### src/rtl/mem_access_ctrl.sv
// mem_access_ctrl: load/store controller for a single-port word Memory (cs = read, we = write, no byte enables).
// Sub-word stores use read-modify-write. Define MEM_ALIGN_CHECK_EN to reject misaligned half/word requests.
module mem_access_ctrl #(
  parameter int WIDTH = 32
) (
  input  logic             clk_i,
  input  logic             rst_n_i,
  input  logic             req_valid_i,
  output logic             req_ready_o,
  input  logic             req_we_i,
  input  logic [1:0]       req_size_i,
  input  logic             req_signed_i,
  input  logic [WIDTH-1:0] req_addr_i,
  input  logic [WIDTH-1:0] req_wdata_i,
  output logic             rsp_valid_o,
  output logic [WIDTH-1:0] rsp_rdata_o,
  output logic             rsp_err_o,
  output logic [WIDTH-1:0] mem_addr_o,
  output logic             mem_cs_o,
  output logic             mem_we_o,
  output logic [WIDTH-1:0] mem_data_o,
  input  logic [WIDTH-1:0] mem_data_i
);

  typedef enum logic [1:0] {S_IDLE, S_RD, S_CAP, S_WR} state_e;

  localparam logic [1:0] SZ_BYTE = 2'b00;
  localparam logic [1:0] SZ_HALF = 2'b01;

  state_e           state_q;
  logic             we_q;
  logic             signed_q;
  logic [1:0]       size_q;
  logic [1:0]       lane_q;
  logic [15:0]      wdata_q;
  logic [WIDTH-1:0] mem_addr_q;
  logic [WIDTH-1:0] mem_data_q;
  logic             mem_cs_q;
  logic             mem_we_q;
  logic             rsp_valid_q;
  logic [WIDTH-1:0] rsp_rdata_q;

  logic [7:0]       byte_sel;
  logic [15:0]      half_sel;
  logic [WIDTH-1:0] load_d;
  logic [WIDTH-1:0] merge_d;

  // Lane extraction for loads and lane merge for sub-word stores, both from the word captured in CAP.
  always_comb begin
    // NOTE: every always_comb output gets a default first so no path can infer a latch.
    byte_sel = mem_data_i[{lane_q, 3'b000} +: 8];
    half_sel = mem_data_i[{lane_q[1], 4'b0000} +: 16];
    load_d   = mem_data_i;
    merge_d  = mem_data_i;
    case (size_q)
      SZ_BYTE: begin
        load_d = {{(WIDTH-8){signed_q & byte_sel[7]}}, byte_sel};
        merge_d[{lane_q, 3'b000} +: 8] = wdata_q[7:0];
      end
      SZ_HALF: begin
        load_d = {{(WIDTH-16){signed_q & half_sel[15]}}, half_sel};
        merge_d[{lane_q[1], 4'b0000} +: 16] = wdata_q;
      end
      default: ;
    endcase
  end

`ifdef MEM_ALIGN_CHECK_EN
  logic misalign;
  logic rsp_err_q;

  assign misalign = (req_size_i == SZ_HALF) ? req_addr_i[0]
                                            : (req_size_i[1] && (req_addr_i[1:0] != 2'b00));
`endif

  always_ff @(posedge clk_i or negedge rst_n_i) begin
    if (!rst_n_i) begin
      state_q     <= S_IDLE;
      we_q        <= 1'b0;
      signed_q    <= 1'b0;
      size_q      <= '0;
      lane_q      <= '0;
      wdata_q     <= '0;
      mem_addr_q  <= '0;
      mem_data_q  <= '0;
      mem_cs_q    <= 1'b0;
      mem_we_q    <= 1'b0;
      rsp_valid_q <= 1'b0;
      rsp_rdata_q <= '0;
`ifdef MEM_ALIGN_CHECK_EN
      rsp_err_q   <= 1'b0;
`endif
    end else begin
      // NOTE: sequential state uses non-blocking assignments so every register samples pre-edge values.
      mem_cs_q    <= 1'b0;
      mem_we_q    <= 1'b0;
      rsp_valid_q <= 1'b0;
`ifdef MEM_ALIGN_CHECK_EN
      rsp_err_q   <= 1'b0;
`endif
      case (state_q)
        S_IDLE: begin
          if (req_valid_i) begin
`ifdef MEM_ALIGN_CHECK_EN
            if (misalign) begin
              rsp_valid_q <= 1'b1;
              rsp_err_q   <= 1'b1;
            end else
`endif
            begin
              we_q       <= req_we_i;
              size_q     <= req_size_i;
              signed_q   <= req_signed_i;
              lane_q     <= req_addr_i[1:0];
              wdata_q    <= req_wdata_i[15:0];
              mem_addr_q <= {req_addr_i[WIDTH-1:2], 2'b00};
              // Word (and reserved-size) stores need no old data; everything else reads first.
              if (req_we_i && req_size_i[1]) begin
                mem_we_q   <= 1'b1;
                mem_data_q <= req_wdata_i;
                state_q    <= S_WR;
              end else begin
                mem_cs_q   <= 1'b1;
                state_q    <= S_RD;
              end
            end
          end
        end
        S_RD: state_q <= S_CAP;
        S_CAP: begin
          if (we_q) begin
            mem_we_q   <= 1'b1;
            mem_data_q <= merge_d;
            state_q    <= S_WR;
          end else begin
            rsp_rdata_q <= load_d;
            rsp_valid_q <= 1'b1;
            state_q     <= S_IDLE;
          end
        end
        S_WR: begin
          rsp_valid_q <= 1'b1;
          state_q     <= S_IDLE;
        end
        default: state_q <= S_IDLE;
      endcase
    end
  end

  assign req_ready_o = (state_q == S_IDLE);
  assign rsp_valid_o = rsp_valid_q;
  assign rsp_rdata_o = rsp_rdata_q;
  assign mem_addr_o  = mem_addr_q;
  assign mem_cs_o    = mem_cs_q;
  assign mem_we_o    = mem_we_q;
  assign mem_data_o  = mem_data_q;
`ifdef MEM_ALIGN_CHECK_EN
  assign rsp_err_o   = rsp_err_q;
`else
  assign rsp_err_o   = 1'b0;
`endif

endmodule
### config.mk
export PLATFORM = sky130hd
export DESIGN_NAME = mem_access_ctrl
export DESIGN_NICKNAME = d
export VERILOG_FILES = /design/src/rtl/mem_access_ctrl.sv
export SDC_FILE = /design/constraint.sdc
export NUM_CORES = 1
export LEC_CHECK = 0
export CAP_MARGIN = 20
export CORE_ASPECT_RATIO = 1.5
export CORE_MARGIN = 2
export CORE_UTILIZATION = 41
export CTS_CLUSTER_SIZE = 8
export DETAILED_ROUTE_END_ITERATION = 12
export GPL_TIMING_DRIVEN = 0
export HOLD_SLACK_MARGIN = 0.06
export PLACE_DENSITY = 0.79
export SLEW_MARGIN = 20
export SYNTH_ARGS = -nofsm -noshare
export SYNTH_HDL_FRONTEND = slang
export SYNTH_SLANG_ARGS = --single-unit
### constraint.sdc
create_clock -name clk_i -period 2 [get_ports clk_i]
set_input_delay 0.4 -clock clk_i [delete_from_list [all_inputs] [get_ports clk_i]]
set_output_delay 0.4 -clock clk_i [all_outputs]
set_load 0.03 [all_outputs]
==> results.json <==
{
  "setup_viol": 3,
  "syn-cell-area_sq_mm": 0.00591,
  "avgSynthCellArea_sq_um": 10.7,
  "synth_xor_xnor_area_share_pct": 0,
  "ys.flop_type": "dfrtp_1",
  "critPathKind": "register to register",
  "p_leak_nw": 3.88,
  "synth_top_cell_area_share_pct": 51.2,
  "slew_viol_final": 0,
  "required_ns": 2.32,
  "cts_root_buf": "clkbuf_16",
  "rsz0062_at_grt": "yes",
  "grt-busiest-layer": "met2",
  "final_nets": 894,
  "synth.most_common_cell": "dfrtp_1",
  "cts.sinks": 121,
  "synth_edf_count": 0,
  "synth_cells": 550,
  "fin_area_sq_mm": 0.00919,
  "critPathMaxStageDelay_ns": 0.42,
  "min_path_type": "register to register",
  "yosys-top-cells-count": "dfrtp_1 (121), nor2_1 (62), nand2_1 (52), mux2_2 (51), a21oi_1 (35)",
  "antennaDiodeCount": 0,
  "core_area_sq_mm": 0.0141,
  "synth_mux_area_share_pct": 10.2,
  "clk_latency_ns": 0.41,
  "grt_pass1_wl_um": 31400,
  "endpoint_kind": "register",
  "use_met3_pct": 5.54,
  "dpl-instance-area_sq_mm": 0.00822,
  "drive_gt1_share_pct": 22.3,
  "max_freq_mhz": 497,
  "drt-initial-drc-count": 301,
  "num_io_pins": 204,
  "finClkSkew_ns": 0.00667,
  "use_met1_pct": 30.4,
  "grtUsageTotal_pct": 27.5,
  "ys_ff_latch": 121,
  "ys_async_sr_fraction_pct": 100,
  "critPathArrivalTime_ns": 2.33,
  "violations": "negative setup slack",
  "start_util_pct": 42.1,
  "synth-simple-area-share_pct": 13.7,
  "seq_area_frac_synth_pct": 51.2,
  "antenna_found_initial": 0,
  "rows": 53,
  "cts_tree": "done",
  "cts_buffers": 17,
  "clk_pin_slew_ns": 0.06,
  "wire_per_inst_um": 21.0,
  "die_h_um": 151,
  "crit_path_start_kind": "register",
  "cap_violations": 0,
  "final_hold_viol_count": 0,
  "htree_num_levels": 4,
  "ys_top_cells_by_area": "dfrtp_1 (51%), mux2_2 (9.7%), o31ai_1 (4.1%), nor2_1 (3.9%), nand2_1 (3.3%)",
  "worst_slew_pin_slew_ns": 0.532,
  "synth_fa_ha_area_share_pct": 1.06,
  "grt_pass1_vias": 5800,
  "slew_headroom_pct": 64.5,
  "clock_path_buffers": 2,
  "power_mw": 17.6,
  "vias": 5533,
  "drtAntennaViolNets": 0,
  "synth.distinct_cells": 47,
  "gr-total-overflow": 0,
  "routed_via_density": 5.58,
  "die_w_um": 102,
  "crit_fanout": 6,
  "finalCritPeriodShare_pct": 101,
  "cp_common_cell": "buf_6",
  "met2_usage_pct": 49.1,
  "grt_max_degree": 68,
  "fin_crit_ns": 2.01,
  "areaGrowthSynthToFinish_pct": 55.4,
  "seq_area_sq_mm": 0.00303,
  "drcViolationCount": 0,
  "yosysWarnings": 0,
  "synth.largest_area_cell": "dfrtp_1",
  "die_area_sq_mm": 0.0154,
  "synth_top_family_by_area": "compound AO/OA/AOI/OAI gates",
  "crit_chain": "buf_6 -> buf_12 -> clkinv_8 -> ha_4 -> or3_4 -> nor4_4 -> buf_6 -> a221oi_1 -> o31ai_1",
  "multi_input_area_sq_mm": 0.00287,
  "fillCellCount": 1123,
  "synth-compound-area-share_pct": 19.4,
  "port_buffers": 200,
  "first_pass_iters": 5,
  "p_per_area_mw_per_mm2": 1920,
  "setup_slack_ns": -0.0118,
  "vdd_drop_max_v": 0.000948,
  "post-dp-hpwl_um": 15900,
  "gp_congestion": 0.897,
  "outcome": "finished, violations left",
  "wirelength_um": 20900,
  "slowest_stage": "or3_4"
}
-- through the flow --
stage | hold slack (ns) | TNS [ns] | instances | setup WS, ns | utilization, %
2_1_floorplan | 0.104 | -0.262 | 552 | -0.0374 | -
3_3_place_gp | 0.462 | -494.68 | 944 | -4.01 | 58.3
3_5_place_dp | 0.398 | -12.95 | 945 | -0.476 | 58.5
4_1_cts | 0.478 | -0.298 | 990 | -0.0707 | 64.4
5_1_grt | 0.497 | -0.993 | 991 | -0.113 | 65.4
6_report | 0.476 | -0.0170 | 991 | -0.0118 | 65.4
-- flip-flops by register name, indices dropped and copies added (netlist names), 2 cells and up --
name and flops:
rsp_rdata_o 32, size_q 2, mem_data_o 32, wdata_q 16
mem_addr_o 30, state_q 2, lane_q 2
-- layer usage --
layer	vias to the layer above	routed length (um)
met5	-	0
met4	0	1030
met3	68	1230
met2	269	11300
met1	2706	7300
li1	2490	-
-- where the power goes --
part / internal (mW) / leakage [nW] / switching (mW)
Sequential: 3.71 / 1.43 / 0.922
Clock: 1.87 / 0.283 / 1.15
Combinational: 4.30 / 2.16 / 5.68
-- final timing paths --
check / from / endpoint / slack [ns] / cells after the start
worst max-delay path: lane_q[1]$_DFFE_PN0P_ / mem_data_o[25]$_DFFE_PN0P_ / -0.01 / 9
worst min-delay path: mem_data_o[6]$_DFFE_PN0P_ / mem_data_o[6]$_DFFE_PN0P_ / 0.48 / 2
worst max register to register: lane_q[1]$_DFFE_PN0P_ / mem_data_o[25]$_DFFE_PN0P_ / -0.01 / 9
worst min register to register: mem_data_o[6]$_DFFE_PN0P_ / mem_data_o[6]$_DFFE_PN0P_ / 0.48 / 2
max in group asynchronous: rst_n_i / rsp_rdata_o[17]$_DFFE_PN0P_ / 0.80 / 3
min in group asynchronous: rst_n_i / mem_addr_o[24]$_DFFE_PN0P_ / 0.51 / 2
-- layout by cell type, fill, tap and decap left out, types with 5 or more instances in the layout --
cell type	Yosys	routed
a221oi_4	0	5
nand2b_1	12	12
dfrtp_1	121	121
a22oi_1	15	15
nor3_1	10	8
clkinv_4	0	6
o31ai_1	32	29
buf_4	7	20
a211oi_1	7	7
a2bb2oi_1	8	8
o221a_2	7	7
clkbuf_1	11	9
clkdlybuf4s50_1	0	198
clkbuf_16	0	17
mux2_2	51	51
a21oi_1	35	34
nand2_1	52	52
buf_6	5	6
a221oi_2	0	9
o21ai_0	9	9
and3b_1	8	7
nor2_1	62	62
buf_2	17	15
a21o_1	18	18
-- timing repair --
item | CTS | global route
resized for setup | 25 | 20
hold buffers | 1 | 0
hold endpoints to repair | 54 | 0
pin swaps | 14 | 15
setup endpoints to repair | 50 | 39
buffers inserted | 13 | 2
-- kinds of logic (layout without fill, tap and decap cells) --
| group | count (synthesis) | in the layout |
|---|---|---|
| other | 1 | 3 |
| AOI/OAI and AO/OA | 159 | 159 |
| DFF | 121 | 121 |
| buffers and inverters | 46 | 293 |
| and+or+nand+nor | 164 | 164 |
| adders and majority gates | 5 | 5 |
| muxes | 54 | 54 |
-- critical path, delay by kind of cell, from the launching register on --
| family | cells | cell delay, ns |
|---|---|---|
| AOI/OAI and AO/OA | 2 | 0.31 |
| buffers and inverters | 4 | 0.45 |
| DFF | 1 | 0.36 |
| and+or+nand+nor | 2 | 0.61 |
| adders and majority gates | 1 | 0.17 |
-- cell type report --
type	instances	share of cell area [%]
Clock inverter	13	1.59
Tap cell	192	2.61
Multi-Input combinational cell	385	31.2
Sequential cell	121	32.9
Inverter	5	0.340
Clock buffer	19	4.82
Buffer	39	2.75
Timing Repair Buffer	217	23.7
(Power assumes the default switching activity.)
